===== config.mk =====
export PLATFORM = sky130hd
export DESIGN_NAME = ov7670_pixel_capture
export DESIGN_NICKNAME = d
export VERILOG_FILES = /design/src/rtl/ov7670_pixel_capture.sv
export SDC_FILE = /design/constraint.sdc
export NUM_CORES = 1
export LEC_CHECK = 0
export ABC_AREA = 0
export CAP_MARGIN = 20
export CORE_MARGIN = 2
export CORE_UTILIZATION = 35
export CTS_BUF_LIST = sky130_fd_sc_hd__clkbuf_4 sky130_fd_sc_hd__clkbuf_8
export DETAILED_ROUTE_END_ITERATION = 6
export GPL_ROUTABILITY_DRIVEN = 0
export GPL_TIMING_DRIVEN = 0
export PLACE_DENSITY = 0.53
export SYNTH_ARGS = -nofsm -noshare
export SYNTH_HDL_FRONTEND = slang
export SYNTH_SLANG_ARGS = --single-unit

===== constraint.sdc =====
create_clock -name pclk -period 2.6 [get_ports pclk]
set_input_delay 0.65 -clock pclk [delete_from_list [all_inputs] [get_ports pclk]]
set_output_delay 0.65 -clock pclk [all_outputs]
set_load 0.05 [all_outputs]

===== src/rtl/ov7670_pixel_capture.sv =====
// rtl/ov7670_pixel_capture.sv - OV7670 byte-pair to RGB565 pixel capture with frame-buffer write port
//
// Purpose: registers the sensor bus, frames it with vsync/href, packs byte
// pairs into RGB565 pixels and emits one write strobe per pixel with a packed
// linear address. Only whole frames seen from a vsync pulse are captured.
//
// Ports:
//   pclk        sensor pixel clock (only clock)
//   reset       synchronous, active-high
//   vsync       sensor frame sync, high = vertical blank
//   href        sensor line valid
//   d           sensor data byte
//   pixel       RGB565 pixel, first byte in [15:8]
//   we          one-cycle write strobe, pixel/addr valid when high
//   addr        linear buffer address
//   frame_start one-cycle pulse when a captured frame begins
//   frame_done  one-cycle pulse when a captured frame ends
//   line_err    sticky per frame: some line ended on an odd byte count

module ov7670_pixel_capture #(
  parameter int HSIZE     = 160,
  parameter int VSIZE     = 120,
  parameter int ADDR_BITS = 15,
  parameter int XBITS     = 8,
  parameter int YBITS     = 7
) (
  input  logic                 pclk,
  input  logic                 reset,
  input  logic                 vsync,
  input  logic                 href,
  input  logic [7:0]           d,
  output logic [15:0]          pixel,
  output logic                 we,
  output logic [ADDR_BITS-1:0] addr,
  output logic                 frame_start,
  output logic                 frame_done,
  output logic                 line_err
);

  typedef enum logic [1:0] {
    S_SYNC,
    S_BLANK,
    S_ACTIVE
  } state_t;

  localparam logic [XBITS-1:0] X_LIM = XBITS'(HSIZE);
  localparam logic [YBITS-1:0] Y_LIM = YBITS'(VSIZE);

  // Input register stage plus a second copy for edge detection.
  logic       vsync_r_q, href_r_q, vsync_rr_q, href_rr_q;
  logic [7:0] d_r_q;

  logic vs_rise, vs_fall, href_fall;

  state_t                 state_q, state_d;
  logic [XBITS-1:0]       x_q, x_d;
  logic [YBITS-1:0]       y_q, y_d;
  logic [ADDR_BITS-1:0]   addr_cnt_q, addr_cnt_d;
  logic                   phase_q, phase_d;
  logic [7:0]             hi_q, hi_d;
  logic [15:0]            pixel_q, pixel_d;
  logic                   we_q, we_d;
  logic [ADDR_BITS-1:0]   addr_q, addr_d;
  logic                   frame_start_q, frame_start_d;
  logic                   frame_done_q, frame_done_d;
  logic                   line_err_q, line_err_d;

  assign vs_rise   = vsync_r_q & ~vsync_rr_q;
  assign vs_fall   = ~vsync_r_q & vsync_rr_q;
  assign href_fall = ~href_r_q & href_rr_q;

  always_comb begin
    state_d       = state_q;
    x_d           = x_q;
    y_d           = y_q;
    addr_cnt_d    = addr_cnt_q;
    phase_d       = phase_q;
    hi_d          = hi_q;
    pixel_d       = pixel_q;
    addr_d        = addr_q;
    line_err_d    = line_err_q;
    we_d          = 1'b0;
    frame_start_d = 1'b0;
    frame_done_d  = 1'b0;

    case (state_q)
      S_SYNC: begin
        if (vsync_r_q) state_d = S_BLANK;
      end

      S_BLANK: begin
        x_d        = '0;
        y_d        = '0;
        addr_cnt_d = '0;
        phase_d    = 1'b0;
        if (vs_fall) begin
          frame_start_d = 1'b1;
          line_err_d    = 1'b0;
          state_d       = S_ACTIVE;
        end
      end

      S_ACTIVE: begin
        // ACTIVE is only entered with vsync_r low, so the first vsync_r high
        // seen here is always the rising edge. Any half-pixel is abandoned.
        if (vsync_r_q) begin
          frame_done_d = vs_rise;
          state_d      = S_BLANK;
        end else if (href_r_q) begin
          if (!phase_q) begin
            hi_d    = d_r_q;
            phase_d = 1'b1;
          end else begin
            if (x_q < X_LIM && y_q < Y_LIM) begin
              pixel_d    = {hi_q, d_r_q};
              addr_d     = addr_cnt_q;
              we_d       = 1'b1;
              addr_cnt_d = addr_cnt_q + 1'b1;
            end
            if (x_q != X_LIM) x_d = x_q + 1'b1;
            phase_d = 1'b0;
          end
        end else if (href_fall) begin
          if (phase_q) line_err_d = 1'b1;
          x_d     = '0;
          phase_d = 1'b0;
          if (y_q != Y_LIM) y_d = y_q + 1'b1;
        end
      end

      default: state_d = S_SYNC;
    endcase
  end

  always_ff @(posedge pclk) begin
    if (reset) begin
      vsync_r_q     <= 1'b0;
      href_r_q      <= 1'b0;
      d_r_q         <= '0;
      vsync_rr_q    <= 1'b0;
      href_rr_q     <= 1'b0;
      state_q       <= S_SYNC;
      x_q           <= '0;
      y_q           <= '0;
      addr_cnt_q    <= '0;
      phase_q       <= 1'b0;
      hi_q          <= '0;
      pixel_q       <= '0;
      we_q          <= 1'b0;
      addr_q        <= '0;
      frame_start_q <= 1'b0;
      frame_done_q  <= 1'b0;
      line_err_q    <= 1'b0;
    end else begin
      vsync_r_q     <= vsync;
      href_r_q      <= href;
      d_r_q         <= d;
      vsync_rr_q    <= vsync_r_q;
      href_rr_q     <= href_r_q;
      state_q       <= state_d;
      x_q           <= x_d;
      y_q           <= y_d;
      addr_cnt_q    <= addr_cnt_d;
      phase_q       <= phase_d;
      hi_q          <= hi_d;
      pixel_q       <= pixel_d;
      we_q          <= we_d;
      addr_q        <= addr_d;
      frame_start_q <= frame_start_d;
      frame_done_q  <= frame_done_d;
      line_err_q    <= line_err_d;
    end
  end

  assign pixel       = pixel_q;
  assign we          = we_q;
  assign addr        = addr_q;
  assign frame_start = frame_start_q;
  assign frame_done  = frame_done_q;
  assign line_err    = line_err_q;

endmodule


== Yosys cells after proc, flatten, opt, wreduce, memory -nomap -nowiden ==
Cells that the tools add are included.
Widths: inputs -> output; s select.

* Bits in registers: 88
* Input bits: 12
* Word-level logic and storage cells: 94
* Output and inout bits: 35

* Bitwise gates (word level): 9
* Order comparisons: 2
* Add/sub/neg operators: 3
* Multiplexer cells: 32
* Reduce and logical (&&, ||, !) cells: 15
* Eq/ne operators: 16

{| class="wikitable"
|+ Operator list
! operator !! count
|-
| $mux 15 || 4
|-
| $mux 8 || 5
|-
| $pmux 15 s2 || 1
|-
| $mux 7 || 4
|-
| $reduce_and 5->1 || 4
|-
| $ne 2x2->1 const B || 8
|-
| $pmux 8 s2 || 1
|-
| $add 15x1->15 const B || 1
|-
| $pmux 7 s2 || 1
|-
| $mux 1 || 11
|-
| $ne 3x3->1 const B || 3
|-
| $add 8x1->8 const B || 1
|-
| $lt 8x8->1 const B || 1
|-
| $ne 8x8->1 const B || 1
|-
| $add 7x1->7 const B || 1
|-
| $lt 7x7->1 const B || 1
|-
| $ne 7x7->1 const B || 1
|-
| $not 1->1 || 6
|-
| $reduce_and 6->1 || 1
|-
| $reduce_or 5->1 || 1
|-
| $mux 2 || 2
|-
| $pmux 1 s2 || 2
|-
| $pmux 2 s2 || 1
|-
| $reduce_and 4->1 || 1
|-
| other kinds (11) || 14
|}

== Longest topological paths before layout ==
* Word-level depth: 7
* Mapped depth: 8
* Depth with buffers taken out: 7

== Worst setup path before layout ==
Ideal clock, no wire load.

* Path type: reg-to-reg
* From: register x_q[3] (netlist name)
* To: register y_q[0]
* Setup slack: 0.782 ns
* Period minus slack after synthesis: 1.818 ns
* Path buffers: 1
* Arrival: 1.702 ns
* Data required time: 2.484 ns
* Library setup time: 0.116 ns
* Stages on the path, launching flop included: 6
* Path through: dfxtp_1 -> or4b_1 -> or3_4 -> and3_4 -> buf_6 -> a31o_2

{| class="wikitable"
|+ RTL lines
! item !! RTL line !! text
|-
| end signal, assigned || 162 || <nowiki>y_q <= y_d;</nowiki>
|-
| end, declared || 57 || <nowiki>logic [YBITS-1:0] y_q, y_d;</nowiki>
|}

== Worst setup path in the final report ==
* From: register x_q[5]
* To: register pixel_q[8] (netlist: pixel[8])

* Word-level cells in the longest chain between the ends: 3

{| class="wikitable"
|+ RTL lines
! item !! RTL line !! text
|-
| start, declared || 56 || <nowiki>logic [XBITS-1:0] x_q, x_d;</nowiki>
|-
| start signal, assigned || 143 || <nowiki>x_q <= '0;</nowiki>
|-
| start signal, assigned || 161 || <nowiki>x_q <= x_d;</nowiki>
|-
| $lt 8x8->1 || 114 || <nowiki>if (x_q < X_LIM && y_q < Y_LIM) begin</nowiki>
|-
| $logic_and 1x1->1 || 114 ||
|-
| $reduce_and 5->1 (no source line) || -- ||
|-
| end signal, assigned || 166 || <nowiki>pixel_q <= pixel_d;</nowiki>
|-
| end, declared || 61 || <nowiki>logic [15:0] pixel_q, pixel_d;</nowiki>
|}

No other way between the ends.
A chain may end at the register's enable or synchronous reset.

==> reports/qor.txt <==
NetSw -> 0.6123 mW
NumNets Final -> 481
PortBufs -> 45
Synth Net Count -> 425
Worst Max-Slew Pin Slew -> 0.8488 ns
Power share of the sequential group -> 0.553
Synthesized area per cell -> 8.780 sq um
Die area -> 0.01106 sq mm
Yosys warns -> 0
Vias per cell -> 4.897
VDD IR max -> 0.0002418 V
Worst-path maximum fanout -> 10
Cells after synthesis -> 408
Pre-CTS WS -> 0.3086 ns
Peak per-stage delay on the critical path -> 0.55 ns
Fraction of power consumed by combinational cells -> 0.044
CP Depth -> 6
CP arrival -> 2.49 ns
Lkg Pwr -> 1.477 nW
Sw frac -> 0.2467
Pwr Density -> 562.6 mW/mm^2
Most used cell, CP -> clkbuf_1
Core Region -> 0.009864 sq mm
Worst path required time -> 2.89 ns
Slew Limit Headroom -> 0.4310
Layout cell share with drive strength beyond 1 -> 0.07249
Critical path cell sequence -> o21ai_0 -> and4_1 -> clkbuf_1 -> clkbuf_1 -> nand2_1 -> a21oi_1
CP max stage cell -> o21ai_0
Min-Delay Path Class -> flop to flop
Post-detailed-route count of antenna-violating nets -> 0
Tcrit/Tclk final -> 0.8472
Hold_buf cts -> 0
Fmax -> 454.0 MHz
Synth Flop Type -> dfxtp_1
Vias in the first global route -> 2807
FF-to-FF Start -> x_q[5]
Fin worst setup slack -> 0.3974 ns
DRT iter0 DRCs -> 115
Post-synth EDFFs -> 0
Status -> completed
Internal Power -> 1.869 mW
Drt pass-1 iters -> 6
Worst Setup SP -> x_q[5]
Reg2Reg Setup Slack -> 0.40 ns
Worst Setup Path Type -> flop to flop
Skew final -> 0.01025 ns
Num CTS Buffers -> 9
Maxcap violations -> 0
Sequential area share after synthesis -> 0.4918
Clock Power Share -> 0.404
CTS tree -> built
Met1 wire length -> 4084 microns
Min Tclk post-route -> 2.203 ns
Worst R2R Path Depth -> 6
Ys async rst share -> 0
Inserted Diodes -> 0
Distinct cells, synth -> 48
Die Height -> 105.2 microns
Largest net degree at the start of global routing -> 18
Worst reg2reg endpoint -> pixel[8]
Synth top area share -> 0.4918
DR WL met2 -> 3802 microns
WP buf/inv -> 2
WL final -> 8251 microns
Via Count -> 2948
Initial core utilization -> 0.3631
Root Buffer -> clkbuf_8
IO Pins -> 47
Cell taking the most area after synthesis -> dfxtp_1
Top delay family on crit path -> compound AO/OA/AOI/OAI gates
Final Setup Violations -> 0
Initial antenna violation count -> 0
CP Capture Type -> flop
Post-Syn Area -> 0.003582 sq mm
Clock-pin slew on the worst setup and hold paths -> 0.10 ns
CTS H-tree lvls -> 3
Grt ovf -> 0
Die X -> 105.2 microns
Maximum clock path buffer count -> 2
Top Layer Used -> met4
Setup Total Neg Slack -> 0 ns
Setup crit end -> pixel[8]
Synth top area cells -> dfxtp_1, nand2_1, a21oi_1, xnor2_1, mux2i_1
Later-pin clock latency in the skew report -> 0.35 ns
Residual DRC -> 0
Wire per inst -> 13.71 microns
CP Launch Type -> flop
Row count -> 36
First-pass GRT wire length -> 13730 microns
Met3 WL -> 297 microns
Setup bufs post-CTS -> 0
Max Slew Vio Count -> 0
Fin. Hold Viols -> 0
Resized cells post-CTS -> 0
#FFs+latches synth -> 88
Area grow syn2layout -> 23.16%
Final HPWL DP -> 5875 microns
CTS Sinks -> 88
RSZ-0062 raised after global routing -> false
GRT Total Usage -> 0.1529
## logic make-up (layout without fill, tap and decap cells)
family / count (synthesis) / in the layout / synth area share
XOR/XNOR: 18 / 18 / 0.04401
multiplexers: 12 / 12 / 0.03353
AND/OR/NAND/NOR: 194 / 194 / 0.2756
AO/OA/AOI/OAI: 58 / 58 / 0.09640
buffers and inverters: 33 / 94 / 0.04121
adder cells (fa/ha/maj): 5 / 5 / 0.01746
flip-flops: 88 / 88 / 0.4918
## layout make-up
type	count	area, sq um
Buffer	24	113.9
Clock buffer	9	123.9
Clock inverter	7	88.84
Fill cell	1004	5453
Inverter	9	33.78
Multi-Input combinational cell	287	1673
Sequential cell	88	1762
Tap cell	133	166.4
Timing Repair Buffer	45	450.4
## through the flow
| step | util | hold WS [ns] | cell area (sq um) | power [mW] | instances |
|---|---|---|---|---|---|
| global placement | 0.4257 | 0.4413 | 4199 | 1.511 | 586 |
| floorplan | - | 0.4313 | 3582 | 1.470 | 408 |
| detailed placement | 0.4257 | 0.4475 | 4199 | 1.512 | 586 |
| global route | 0.4472 | 0.4793 | 4412 | 2.578 | 602 |
| CTS | 0.4472 | 0.4605 | 4412 | 2.517 | 602 |
| finish | 0.4472 | 0.4569 | 4412 | 2.482 | 602 |
## registers in the layout, summed over array words and instances, names as in the netlist
register / count
pixel: 16
addr: 15
addr_cnt_q: 15
d_r_q: 8
hi_q: 8
x_q: 8
y_q: 7
state_q: 2
frame_done: 1
frame_start: 1
href_r_q: 1
href_rr_q: 1
line_err: 1
phase_q: 1
vsync_r_q: 1
vsync_rr_q: 1
we: 1
## worst reg2reg max path: stages, from the launching register on
cell and delay (ns):
dfxtp_1 0.35, o21ai_0 0.55, and4_1 0.28, clkbuf_1 0.25
clkbuf_1 0.43, nand2_1 0.11, a21oi_1 0.15
## power groups by stage
stage | sequential (mW) | combinational (mW) | clock, mW
3_5_place_dp | 1.40 | 0.109 | 0
5_1_grt | 1.37 | 0.119 | 1.08
2_1_floorplan | 1.40 | 0.0698 | 0
4_1_cts | 1.37 | 0.110 | 1.04
6_report | 1.37 | 0.108 | 1.00
3_3_place_gp | 1.40 | 0.108 | 0
## cell usage after synthesis, types with 2 or more instances
master and instances:
nand4b_1 2, clkbuf_1 19, or4_1 4, ha_1 5, a21oi_1 36, or3_1 2
xnor2_1 16, xor2_1 2, nand2_1 76, inv_1 9, and3_1 3, buf_6 3
and2b_2 2, a211oi_1 3, o21ai_0 7, a31oi_1 4, nor4_1 6, and4_1 4
nand4_1 10, nor2b_1 14, mux2i_1 12, nor3_1 16, nand3_1 10, dfxtp_1 88
nor2_1 32
## per-layer routing
metal | vias up | track usage
met5 | - | 0
met4 | 0 | 0.05619
met3 | 4 | 0.03306
met2 | 57 | 0.2407
met1 | 1370 | 0.2054
li1 | 1517 | -
## worst min-delay path by stage
stage | start | to | slack [ns] | depth (start not counted)
5_1_grt | hi_q[2] | pixel[10] | 0.48 | 2
2_1_floorplan | hi_q[2] | pixel[10] | 0.43 | 2
4_1_cts | addr[5] | addr[5] | 0.46 | 2
3_3_place_gp | hi_q[4] | pixel[12] | 0.44 | 2
6_report | addr[5] | addr[5] | 0.46 | 2
3_5_place_dp | addr[5] | addr[5] | 0.45 | 2
## cell usage in the layout (no fill, tap or decap), types with 12 or more instances in the layout
master            n
dfxtp_1          88
nand2_1          76
clkdlybuf4s50_1  45
a21oi_1          36
nor2_1           32
clkbuf_1         19
nor3_1           16
xnor2_1          16
nor2b_1          14
mux2i_1          12
No activity file was read; power rests on OpenSTA's default activity.
